$ cat config.mk
export PLATFORM = sky130hd
export DESIGN_NAME = mc_scoreboard_flat
export DESIGN_NICKNAME = d
export VERILOG_FILES = /design/src/rtl/sb_pkg.sv /design/src/rtl/mc_scoreboard_if.sv /design/src/rtl/sb_channel.sv /design/src/rtl/mc_scoreboard.sv /design/src/flat_wrapper.sv
export SDC_FILE = /design/constraint.sdc
export NUM_CORES = 1
export LEC_CHECK = 0
export CORE_MARGIN = 4
export CORE_UTILIZATION = 54
export DETAILED_ROUTE_END_ITERATION = 8
export PLACE_DENSITY = 0.82
export SYNTH_ARGS = -nofsm -noshare
export SYNTH_HDL_FRONTEND = slang
export SYNTH_SLANG_ARGS = --single-unit
export TNS_END_PERCENT = 10
$ cat constraint.sdc
create_clock -name clk -period 3.2 [get_ports clk]
set_clock_uncertainty 0.15 [all_clocks]
set_input_delay 0.48 -clock clk [delete_from_list [all_inputs] [get_ports clk]]
set_output_delay 0.48 -clock clk [all_outputs]
set_load 0.1 [all_outputs]
$ cat src/rtl/sb_pkg.sv
// ============================================================================
// Module  : sb_pkg
// Brief   : Shared types and sizing helpers for the mc_scoreboard block.
// Revision: 1.0 - initial release
// ============================================================================
`default_nettype none

package sb_pkg;

    typedef enum logic [1:0] {
        IDLE  = 2'd0,
        WAIT  = 2'd1,
        TRACK = 2'd2,
        DONE  = 2'd3
    } state_e;

    // Occupancy/position counters must represent the value DEPTH itself.
    function automatic int cnt_w(input int depth);
        return $clog2(depth) + 1;
    endfunction

    function automatic int ch_w(input int num_ch);
        return (num_ch > 1) ? $clog2(num_ch) : 1;
    endfunction

endpackage

`default_nettype wire

$ cat src/rtl/mc_scoreboard_if.sv
// ============================================================================
// Module  : mc_scoreboard_if
// Brief   : Observation bus between a multi-channel FIFO bank and its scoreboard.
// Revision: 1.0 - initial release
// ============================================================================
`default_nettype none

interface mc_scoreboard_if
    import sb_pkg::*;
#(
    parameter int NUM_CH = 4,
    parameter int WIDTH  = 8,
    parameter int CHW    = ch_w(NUM_CH)
);

    logic                    start;
    logic [CHW-1:0]          start_ch;
    logic [NUM_CH-1:0]       push;
    logic [NUM_CH-1:0]       pop;
    logic [NUM_CH*WIDTH-1:0] flat_data_in;
    logic [NUM_CH*WIDTH-1:0] flat_data_out;
    logic [NUM_CH-1:0]       chk_vld;
    logic [NUM_CH-1:0]       chk_err;
    logic [NUM_CH-1:0]       proto_err;
    logic                    busy;
    logic                    prop_signal;

    modport master (
        output start, start_ch, push, pop, flat_data_in, flat_data_out,
        input  chk_vld, chk_err, proto_err, busy, prop_signal
    );

    modport slave (
        input  start, start_ch, push, pop, flat_data_in, flat_data_out,
        output chk_vld, chk_err, proto_err, busy, prop_signal
    );

endinterface

`default_nettype wire

$ cat src/rtl/sb_channel.sv
// ============================================================================
// Module  : sb_channel
// Brief   : One observed channel: occupancy tracking, magic-packet FSM, checks.
// Revision: 1.0 - initial release
// ============================================================================
`default_nettype none

module sb_channel
    import sb_pkg::*;
#(
    parameter int DEPTH = 8,
    parameter int WIDTH = 8,
    parameter int REARM = 0
) (
    input  wire logic             clk,
    input  wire logic             rst,
    input  wire logic             i_start_hit,
    input  wire logic             i_push,
    input  wire logic             i_pop,
    input  wire logic [WIDTH-1:0] i_data_in,
    input  wire logic [WIDTH-1:0] i_data_out,
    output logic                  o_chk_vld,
    output logic                  o_chk_err,
    output logic                  o_proto_err,
    output logic                  o_busy
);

    localparam int c_CNTW = cnt_w(DEPTH);
    localparam logic [c_CNTW-1:0] c_FULL = c_CNTW'(DEPTH);
    localparam logic [c_CNTW-1:0] c_ONE  = c_CNTW'(1);

    localparam logic [1:0] c_ST_IDLE  = IDLE;
    localparam logic [1:0] c_ST_WAIT  = WAIT;
    localparam logic [1:0] c_ST_TRACK = TRACK;
    localparam logic [1:0] c_ST_DONE  = DONE;

    logic [1:0]        r_state;
    logic [c_CNTW-1:0] r_occ;
    logic [c_CNTW-1:0] r_pos;
    logic [WIDTH-1:0]  r_magic;
    logic              r_chk_vld;
    logic              r_chk_err;
    logic              r_proto_err;

    logic              w_push_bad;
    logic              w_pop_bad;
    logic              w_push_ok;
    logic [c_CNTW-1:0] w_cap_pos;

    // A simultaneous push and pop is always legal, even at the occupancy limits.
    assign w_push_bad = i_push & ~i_pop & (r_occ == c_FULL);
    assign w_pop_bad  = i_pop & ~i_push & (r_occ == '0);
    assign w_push_ok  = i_push & ~w_push_bad;
    assign w_cap_pos  = r_occ - c_CNTW'(i_pop) + c_ONE;

    always_ff @(posedge clk) begin
        if (rst) begin
            r_state     <= c_ST_IDLE;
            r_occ       <= '0;
            r_pos       <= '0;
            r_magic     <= '0;
            r_chk_vld   <= 1'b0;
            r_chk_err   <= 1'b0;
            r_proto_err <= 1'b0;
        end else begin
            r_chk_vld <= 1'b0;

            if (w_push_bad || w_pop_bad) begin
                r_proto_err <= 1'b1;
            end

            if (i_push && !i_pop && !w_push_bad) begin
                r_occ <= r_occ + c_ONE;
            end else if (i_pop && !i_push && !w_pop_bad) begin
                r_occ <= r_occ - c_ONE;
            end

            case (r_state)
                c_ST_IDLE: begin
                    if (i_start_hit) begin
                        if (w_push_ok) begin
                            r_magic <= i_data_in;
                            r_pos   <= w_cap_pos;
                            r_state <= c_ST_TRACK;
                        end else begin
                            r_state <= c_ST_WAIT;
                        end
                    end
                end
                c_ST_WAIT: begin
                    if (w_push_ok) begin
                        r_magic <= i_data_in;
                        r_pos   <= w_cap_pos;
                        r_state <= c_ST_TRACK;
                    end
                end
                c_ST_TRACK: begin
                    // The packet only reaches the head after the capture cycle.
                    if (i_pop) begin
                        if (r_pos == c_ONE) begin
                            r_chk_vld <= 1'b1;
                            if (i_data_out != r_magic) begin
                                r_chk_err <= 1'b1;
                            end
                            r_state <= c_ST_DONE;
                        end else begin
                            r_pos <= r_pos - c_ONE;
                        end
                    end
                end
                c_ST_DONE: begin
                    if (REARM != 0) begin
                        r_state <= c_ST_IDLE;
                    end
                end
                default: r_state <= c_ST_IDLE;
            endcase
        end
    end

    assign o_chk_vld   = r_chk_vld;
    assign o_chk_err   = r_chk_err;
    assign o_proto_err = r_proto_err;
    assign o_busy      = (r_state == c_ST_WAIT) || (r_state == c_ST_TRACK);

endmodule

`default_nettype wire

$ cat src/rtl/mc_scoreboard.sv
// ============================================================================
// Module  : mc_scoreboard
// Brief   : Passive magic-packet scoreboard across NUM_CH parallel FIFO channels.
// Revision: 1.0 - initial release
// ============================================================================
`default_nettype none

module mc_scoreboard
    import sb_pkg::*;
#(
    parameter int NUM_CH = 4,
    parameter int DEPTH  = 8,
    parameter int WIDTH  = 8,
    parameter int REARM  = 0,
    parameter int CHW    = ch_w(NUM_CH)
) (
    input wire logic       clk,
    input wire logic       rst,
    mc_scoreboard_if.slave bus
);

    logic [NUM_CH-1:0] w_start_hit;
    logic [NUM_CH-1:0] w_chk_vld;
    logic [NUM_CH-1:0] w_chk_err;
    logic [NUM_CH-1:0] w_proto_err;
    logic [NUM_CH-1:0] w_busy;

    for (genvar c = 0; c < NUM_CH; c++) begin : g_ch
        assign w_start_hit[c] = bus.start && (bus.start_ch == CHW'(c));

        sb_channel #(
            .DEPTH (DEPTH),
            .WIDTH (WIDTH),
            .REARM (REARM)
        ) u_channel (
            .clk         (clk),
            .rst         (rst),
            .i_start_hit (w_start_hit[c]),
            .i_push      (bus.push[c]),
            .i_pop       (bus.pop[c]),
            .i_data_in   (bus.flat_data_in[c*WIDTH +: WIDTH]),
            .i_data_out  (bus.flat_data_out[c*WIDTH +: WIDTH]),
            .o_chk_vld   (w_chk_vld[c]),
            .o_chk_err   (w_chk_err[c]),
            .o_proto_err (w_proto_err[c]),
            .o_busy      (w_busy[c])
        );
    end

    assign bus.chk_vld     = w_chk_vld;
    assign bus.chk_err     = w_chk_err;
    assign bus.proto_err   = w_proto_err;
    assign bus.busy        = |w_busy;
    assign bus.prop_signal = ~|w_chk_err & ~|w_proto_err;

endmodule

`default_nettype wire

$ cat src/flat_wrapper.sv
// flat-port wrapper written by rule: the top's interface ports become plain ports
module mc_scoreboard_flat import sb_pkg::*;
#(
    parameter int NUM_CH = 4,
    parameter int DEPTH  = 8,
    parameter int WIDTH  = 8,
    parameter int REARM  = 0,
    parameter int CHW    = ch_w(NUM_CH)
)
  (clk, rst, bus_start, bus_start_ch, bus_push, bus_pop, bus_flat_data_in, bus_flat_data_out, bus_chk_vld, bus_chk_err, bus_proto_err, bus_busy, bus_prop_signal);
  mc_scoreboard_if #(.NUM_CH(NUM_CH), .WIDTH(WIDTH), .CHW(CHW)) bus_i ();
  input wire logic clk;
  input wire logic rst;
  input wire logic [$bits(bus_i.start)-1:0] bus_start;
  input wire logic [$bits(bus_i.start_ch)-1:0] bus_start_ch;
  input wire logic [$bits(bus_i.push)-1:0] bus_push;
  input wire logic [$bits(bus_i.pop)-1:0] bus_pop;
  input wire logic [$bits(bus_i.flat_data_in)-1:0] bus_flat_data_in;
  input wire logic [$bits(bus_i.flat_data_out)-1:0] bus_flat_data_out;
  output wire logic [$bits(bus_i.chk_vld)-1:0] bus_chk_vld;
  output wire logic [$bits(bus_i.chk_err)-1:0] bus_chk_err;
  output wire logic [$bits(bus_i.proto_err)-1:0] bus_proto_err;
  output wire logic [$bits(bus_i.busy)-1:0] bus_busy;
  output wire logic [$bits(bus_i.prop_signal)-1:0] bus_prop_signal;
  assign bus_i.start = bus_start;
  assign bus_i.start_ch = bus_start_ch;
  assign bus_i.push = bus_push;
  assign bus_i.pop = bus_pop;
  assign bus_i.flat_data_in = bus_flat_data_in;
  assign bus_i.flat_data_out = bus_flat_data_out;
  assign bus_chk_vld = bus_i.chk_vld;
  assign bus_chk_err = bus_i.chk_err;
  assign bus_proto_err = bus_i.proto_err;
  assign bus_busy = bus_i.busy;
  assign bus_prop_signal = bus_i.prop_signal;
  mc_scoreboard #(.NUM_CH(NUM_CH), .DEPTH(DEPTH), .WIDTH(WIDTH), .REARM(REARM), .CHW(CHW)) u_core (.clk(clk), .rst(rst), .bus(bus_i));
endmodule
==> out/metrics.cfg, run 1 <==
[clock_network]
clock_sinks=84
htree_levels=3
root_buffer=clkbuf_8
cts_buffer_depth=2
clk_pin_slew_ps=90
cts_resized=0
post-cts-setup-buffers=0
cts-hold-fix-buffers=0
cts_tree=yes
cts_buffers=9
clock_latency_ps=360

[synthesis]
synth_common_cells=84 x dfxtp_1, 66 x nor2_1, 48 x ha_1
postSynthAreaPerCell_um2=8.81
synthXorXnorAreaFrac=0.0655
mappedNetlistArea_um2=5490
syn-num-nets=751
ys_seq_area_frac=0.306
synth-compound-area-share=0.160
synth_top_family_by_area=simple AND/OR/NAND/NOR gates
synth_ff_type=dfxtp_1
synth_edf_count=0
synth.distinct_cells=66
yosysTopAreaCell=dfxtp_1
async_flop_share=0
yosys_warnings=0
yosysTopAreaCellShare=0.306
synthCells=623
synthAdderAreaFrac=0.120
synth-simple-area-share=0.205
yosysMostFrequentCell=dfxtp_1
synthTopCellsByArea=dfxtp_1 31%, ha_1 11%, mux2i_1 7.5%, xor2_1 5.3%, nor2_1 4.5%
yosys_register_bits=84
synth_mux_area_frac=0.0810

[sta]
fin_crit_sh=0.841
finalCriticalPeriod_ps=2690
report.final.setup_viol=0
max_freq_mhz=372
finalHoldViolations=0
rsz0062_at_grt=no
report.final.slew_viol_count=0
worstMarginPinSlew_ps=875
slew_headroom=0.416
fin_tns_setup_ps=0

[placed_design]
dp_hpwl_mm=9.80
placed_area_um2=6410
gp_congestion=0.890
io_buffers=90

[cells_and_area]
multiInputGateArea_um2=3470
fin_area_um2=6610
synthToLayoutAreaGrowth_pct=20.5
final_nets=828
drive_above_1_share=0.0851
nFillCells=823
regArea_um2=1680
diodes=0

[setup_path]
r2r_start=u_core.g_ch[3].u_channel.r_occ[2]$_SDFFE_PP0P_
cp.arrival_ps=2790
cp_max_fo=6
worst_setup_path_end_kind=register
r2r-end=u_core.g_ch[3].u_channel.r_occ[3]$_SDFFE_PP0P_
reg2reg_depth=9
criticalPathCategory=reg -> reg
required_ps=3300
rrSetupSlack_ps=510
critical_path.startpoint_type=register

[hold_path]
holdPathStages=2
hp-class=reg -> reg
hp-start=u_core.g_ch[1].u_channel.r_pos[3]$_SDFFE_PP0P_
holdPathEnd=u_core.g_ch[1].u_channel.r_pos[3]$_SDFFE_PP0P_

[global_routing]
grt_max_degree=41
antenna_found_initial=0
grt_usage=0.221
grt_overflow=0
first_global_vias=4794
grt_pass1_wl_mm=21.4

[die]
core_area_um2=9820
start_util=0.559
io_pins=91
die_w_um=109
die-area_um2=11800
die_y_um=109
rows=36

[pwr]
vdd_ir_drop_max_uv=317
power_density_nw_per_um2=696
power.leakage_uw=0.00281

[route]
drt_iter0_drc=295
drt-pass1-iter-count=5
wl_per_cell_um=15.5
via_per_inst=5.76
drc=0
num_vias=4828
ant_nets=0
wirelength_mm=13.0

[run]
max-cap-violations=0

[outcome]
status=completed

## routing by layer
layer,vias up,part of all wire,global-route usage
met3,22,0.055,0.0456
met4,0,0.016,0.0622
li1,2375,-,-
met5,-,0,0
met2,143,0.50,0.400
met1,2288,0.43,0.263
## state kept, by name, summed over array words and instances (netlist names)
signal	count
u_core.g_ch.u_channel.o_chk_err	4
u_core.g_ch.u_channel.o_chk_vld	4
u_core.g_ch.u_channel.o_proto_err	4
u_core.g_ch.u_channel.r_magic	32
u_core.g_ch.u_channel.r_occ	16
u_core.g_ch.u_channel.r_pos	16
u_core.g_ch.u_channel.r_state	8
## placed cells by master (no fill, tap or decap), types with 17 or more instances in the layout
| cell | Yosys | layout |
|---|---|---|
| dfxtp_1 | 84 | 84 |
| clkdlybuf4s50_1 | 0 | 75 |
| nor2_1 | 66 | 66 |
| ha_1 | 48 | 48 |
| inv_1 | 45 | 45 |
| mux2i_1 | 41 | 41 |
| xor2_1 | 33 | 33 |
| a21oi_1 | 23 | 23 |
| nor2b_1 | 22 | 22 |
| buf_4 | 12 | 22 |
| nand2_1 | 21 | 21 |
| o21ai_0 | 17 | 17 |
## through the flow
stage	util	hold WS, ps	setup WS, ps	instances	power [uW]
after floorplan	-	298	489	623	3240
after global placement	0.653	312	388	822	3690
after detailed placement	0.653	325	297	822	3780
after CTS	0.674	339	524	838	4590
after global routing	0.674	357	375	838	4930
final	0.674	336	510	838	4600
## cells by family after synthesis
logic type               count (synthesis)
buffers and inverters                   77
multiplexers                            44
adder cells (fa/ha/maj)                 51
AND/OR/NAND/NOR                        205
AO/OA/AOI/OAI                          121
flip-flops                              84
XOR/XNOR                                41
## report_power, final
part | switching, uW | internal, uW | total, uW
registers | 220 | 1230 | 1450
clock network | 417 | 372 | 789
logic | 1380 | 980 | 2360
## critical path, cell delays in order (launching register included)
cell	delay, ps
dfxtp_1	330
inv_1	130
ha_1	250
or3b_2	470
nand2_1	110
ha_1	160
a21oi_1	50
or4_1	410
a21oi_1	170
mux2_2	340
## worst max path at each step
| stage | from | end | depth (start not counted) | slack (ps) |
|---|---|---|---|---|
| final | u_core.g_ch[3].u_channel.r_occ[2]$_SDFFE_PP0P_ | u_core.g_ch[3].u_channel.r_occ[3]$_SDFFE_PP0P_ | 9 | 510 |
| after global routing | u_core.g_ch[3].u_channel.r_occ[2]$_SDFFE_PP0P_ | u_core.g_ch[3].u_channel.r_occ[3]$_SDFFE_PP0P_ | 9 | 380 |
| after CTS | u_core.g_ch[1].u_channel.r_state[0]$_SDFFE_PP0P_ | bus_busy | 4 | 520 |
| after detailed placement | bus_push[1] | u_core.g_ch[1].u_channel.r_occ[2]$_SDFFE_PP0P_ | 7 | 300 |
| after global placement | bus_push[1] | u_core.g_ch[1].u_channel.r_occ[2]$_SDFFE_PP0P_ | 7 | 390 |
| after floorplan | u_core.g_ch[2].u_channel.o_proto_err$_SDFFE_PP0P_ | bus_prop_signal | 2 | 490 |
## area by class of cell
class / count / area share
tap: 133 / 0.0252
inverter: 45 / 0.0255
clock buffer: 9 / 0.0187
timing repair buffer: 98 / 0.139
clock inverter: 7 / 0.0123
multi-input combinational: 462 / 0.525
sequential: 84 / 0.254
No activity file was read; power rests on OpenSTA's default activity.
==> run 2: changes to the inputs <==
CORE_UTILIZATION = 49   (was 54)
PLACE_DENSITY = 0.78   (was 0.82)
clock period = 2.3 ns   (was 3.2 ns; I/O delays follow)
==> run 2 against run 1 <==
The run now ends with negative setup slack left. Total power is 62% higher. Combinational power increased by 75%. Routed wire length rose by 7.6%. Critical endpoint unchanged.
==> out/metrics.cfg, run 2 (same netlist as run 1, synthesis figures left out) <==
[pwr]
power_switching_uw=3000
sw_frac_of_total=0.403
internal_power_uw=4440
power_frac_clock=0.181
seq_power_share=0.263
vdd_ir_drop_max_uv=490
pwr-share-comb=0.556
power_density_nw_per_um2=1010
power.total_uw=7440
power.leakage_uw=0.00319

[setup_path]
r2r_start=u_core.g_ch[3].u_channel.r_occ[2]$_SDFFE_PP0P_
worstPathCellList=inv_2, ha_4, or3b_4, nand2_4, ha_4, a21oi_4, or4_4, a21oi_2, mux2_4
critical_path.startpoint_type=register
cp_top_family=simple AND/OR/NAND/NOR gates
worst_setup_path_end_kind=register
required_ps=2410
cp_max_fo=2
cp_slowest_stage_delay_ps=530
path_common_cell=ha_4
r2r-end=u_core.g_ch[3].u_channel.r_occ[3]$_SDFFE_PP0P_
rrSetupSlack_ps=-150
reg2reg_depth=9
criticalPathCategory=reg -> reg
cp_slowest_cell=or4_4
cp.buffers_inverters=1
cp.arrival_ps=2560

[die]
io_pins=91
die_w_um=114
die-area_um2=13000
die_y_um=114
core_area_um2=10900
rows=38
start_util=0.504

[cells_and_area]
multiInputGateArea_um2=3670
final_cell_mix=76 x buf_4, 75 x clkdlybuf4s50_1, 72 x dfxtp_1, 65 x nor2_1, 41 x mux2i_1
drive_above_1_share=0.212
synthToLayoutAreaGrowth_pct=34.7
largest-register=u_core.g_ch.u_channel.r_magic
nFillCells=827
reg_top3=u_core.g_ch.u_channel.r_magic: 32 flops, u_core.g_ch.u_channel.r_occ: 16 flops, u_core.g_ch.u_channel.r_pos: 16 flops
regArea_um2=1700
diodes=0
layout_commonest_cell=buf_4
fin_area_um2=7390
final_nets=887
largest_reg_flops=32

[sta]
finalHoldViolations=0
max_freq_mhz=409
report.final.setup_viol=2
finalCriticalPeriod_ps=2450
slew_headroom=0.496
rsz0062_at_grt=yes
fin_crit_sh=1.06
setup_ws_ps=-147
report.final.slew_viol_count=0
worstMarginPinSlew_ps=756

[global_routing]
grt_usage=0.216
grt_max_degree=77
grt_pass1_wl_mm=23.2
grt_overflow=0
antenna_found_initial=0
first_global_vias=5176

[route]
wl_per_cell_um=15.5
drc=0
drt-pass1-iter-count=4
via_per_inst=5.54
drt_iter0_drc=243
wirelength_mm=14.0
num_vias=5007
ant_nets=0

[clock_network]
cts_buffer_depth=2
cts_buffers=9
clock_latency_ps=370
cts_tree=yes
htree_levels=3
clock_sinks=84
root_buffer=clkbuf_8
clk_pin_slew_ps=90

[hold_path]
holdPathEnd=u_core.g_ch[3].u_channel.r_occ[1]$_SDFFE_PP0P_
holdPathStages=3
hp-class=in -> reg
hp-start=rst

[placed_design]
dp_slack_ps=-380
io_buffers=90
gp_congestion=0.930
placed_area_um2=6890
dp_hpwl_mm=10.3

[outcome]
status=complete, but fails checks
failed_checks=negative setup slack

[run]
max-cap-violations=0

[run 2: cell count changes in the layout (fill, tap and decap cells not counted), moves of 5 or more]
cell / before / now
inv_2: 0 / 5
inv_1: 45 / 40
buf_4: 22 / 76
buf_12: 0 / 5
dfxtp_2: 0 / 11
ha_1: 48 / 40
ha_4: 0 / 7
dfxtp_1: 84 / 72
[run 2: power groups by stage]
stage	Sequential (uW)	Combinational, uW	Clock (uW)
2_1_floorplan	1940	2570	0
3_3_place_gp	1930	3640	0
3_5_place_dp	1950	3780	0
4_1_cts	1940	3990	1380
5_1_grt	1990	4530	1440
6_report	1960	4130	1350
[run 2: repair_timing]
| item | 4_1_cts | 5_1_grt |
|---|---|---|
| hold buffers | 0 | 0 |
| pin swaps | 4 | 9 |
| resized for setup | 30 | 24 |
| endpoints found under the setup margin | 5 | 13 |
| setup buffers | 2 | 3 |
[run 2: metal layers]
metal  GRT usage  up-vias  wire (um)
li1            -     2493          -
met1       0.254     2360       5920
met2       0.386      134       7070
met3      0.0477       20        747
met4      0.0808        0        240
met5           0        -          0
[run 2: worst register-to-register path, delay by kind of cell (launching register included)]
family                   cells  cell delay (ps)
flip-flops                   1              330
AND/OR/NAND/NOR              3             1000
buffers and inverters        1               70
adder cells (fa/ha/maj)      2              260
multiplexers                 1              310
AO/OA/AOI/OAI                2              220
[run 2: per-stage QoR]
stage | hold slack [ps] | utilization | std cells | setup TNS, ps
2_1_floorplan | 283 | - | 623 | -363
3_3_place_gp | 313 | 0.633 | 883 | -3230
3_5_place_dp | 329 | 0.633 | 883 | -4850
4_1_cts | 322 | 0.668 | 901 | -225
5_1_grt | 351 | 0.679 | 904 | -502
6_report | 327 | 0.679 | 904 | -232
[run 2: final cells by class]
class,instances,area share
tap,140,0.0237
timing repair buffer,157,0.193
clock buffer,10,0.0186
sequential,84,0.230
inverter,45,0.0229
multi-input combinational,462,0.496
clock inverter,6,0.0157
[run 2: how the worst max path moves through the flow]
stage | start | end | slack [ps] | depth (start not counted)
6_report | u_core.g_ch[3].u_channel.r_occ[2]$_SDFFE_PP0P_ | u_core.g_ch[3].u_channel.r_occ[3]$_SDFFE_PP0P_ | -150 | 9
5_1_grt | u_core.g_ch[3].u_channel.r_occ[2]$_SDFFE_PP0P_ | u_core.g_ch[3].u_channel.r_occ[3]$_SDFFE_PP0P_ | -200 | 9
4_1_cts | u_core.g_ch[3].u_channel.r_occ[2]$_SDFFE_PP0P_ | u_core.g_ch[3].u_channel.r_occ[3]$_SDFFE_PP0P_ | -90 | 9
3_5_place_dp | bus_push[3] | u_core.g_ch[3].u_channel.r_occ[3]$_SDFFE_PP0P_ | -380 | 8
3_3_place_gp | bus_push[3] | u_core.g_ch[3].u_channel.r_occ[3]$_SDFFE_PP0P_ | -330 | 8
2_1_floorplan | u_core.g_ch[3].u_channel.r_occ[2]$_SDFFE_PP0P_ | u_core.g_ch[3].u_channel.r_occ[3]$_SDFFE_PP0P_ | -210 | 9
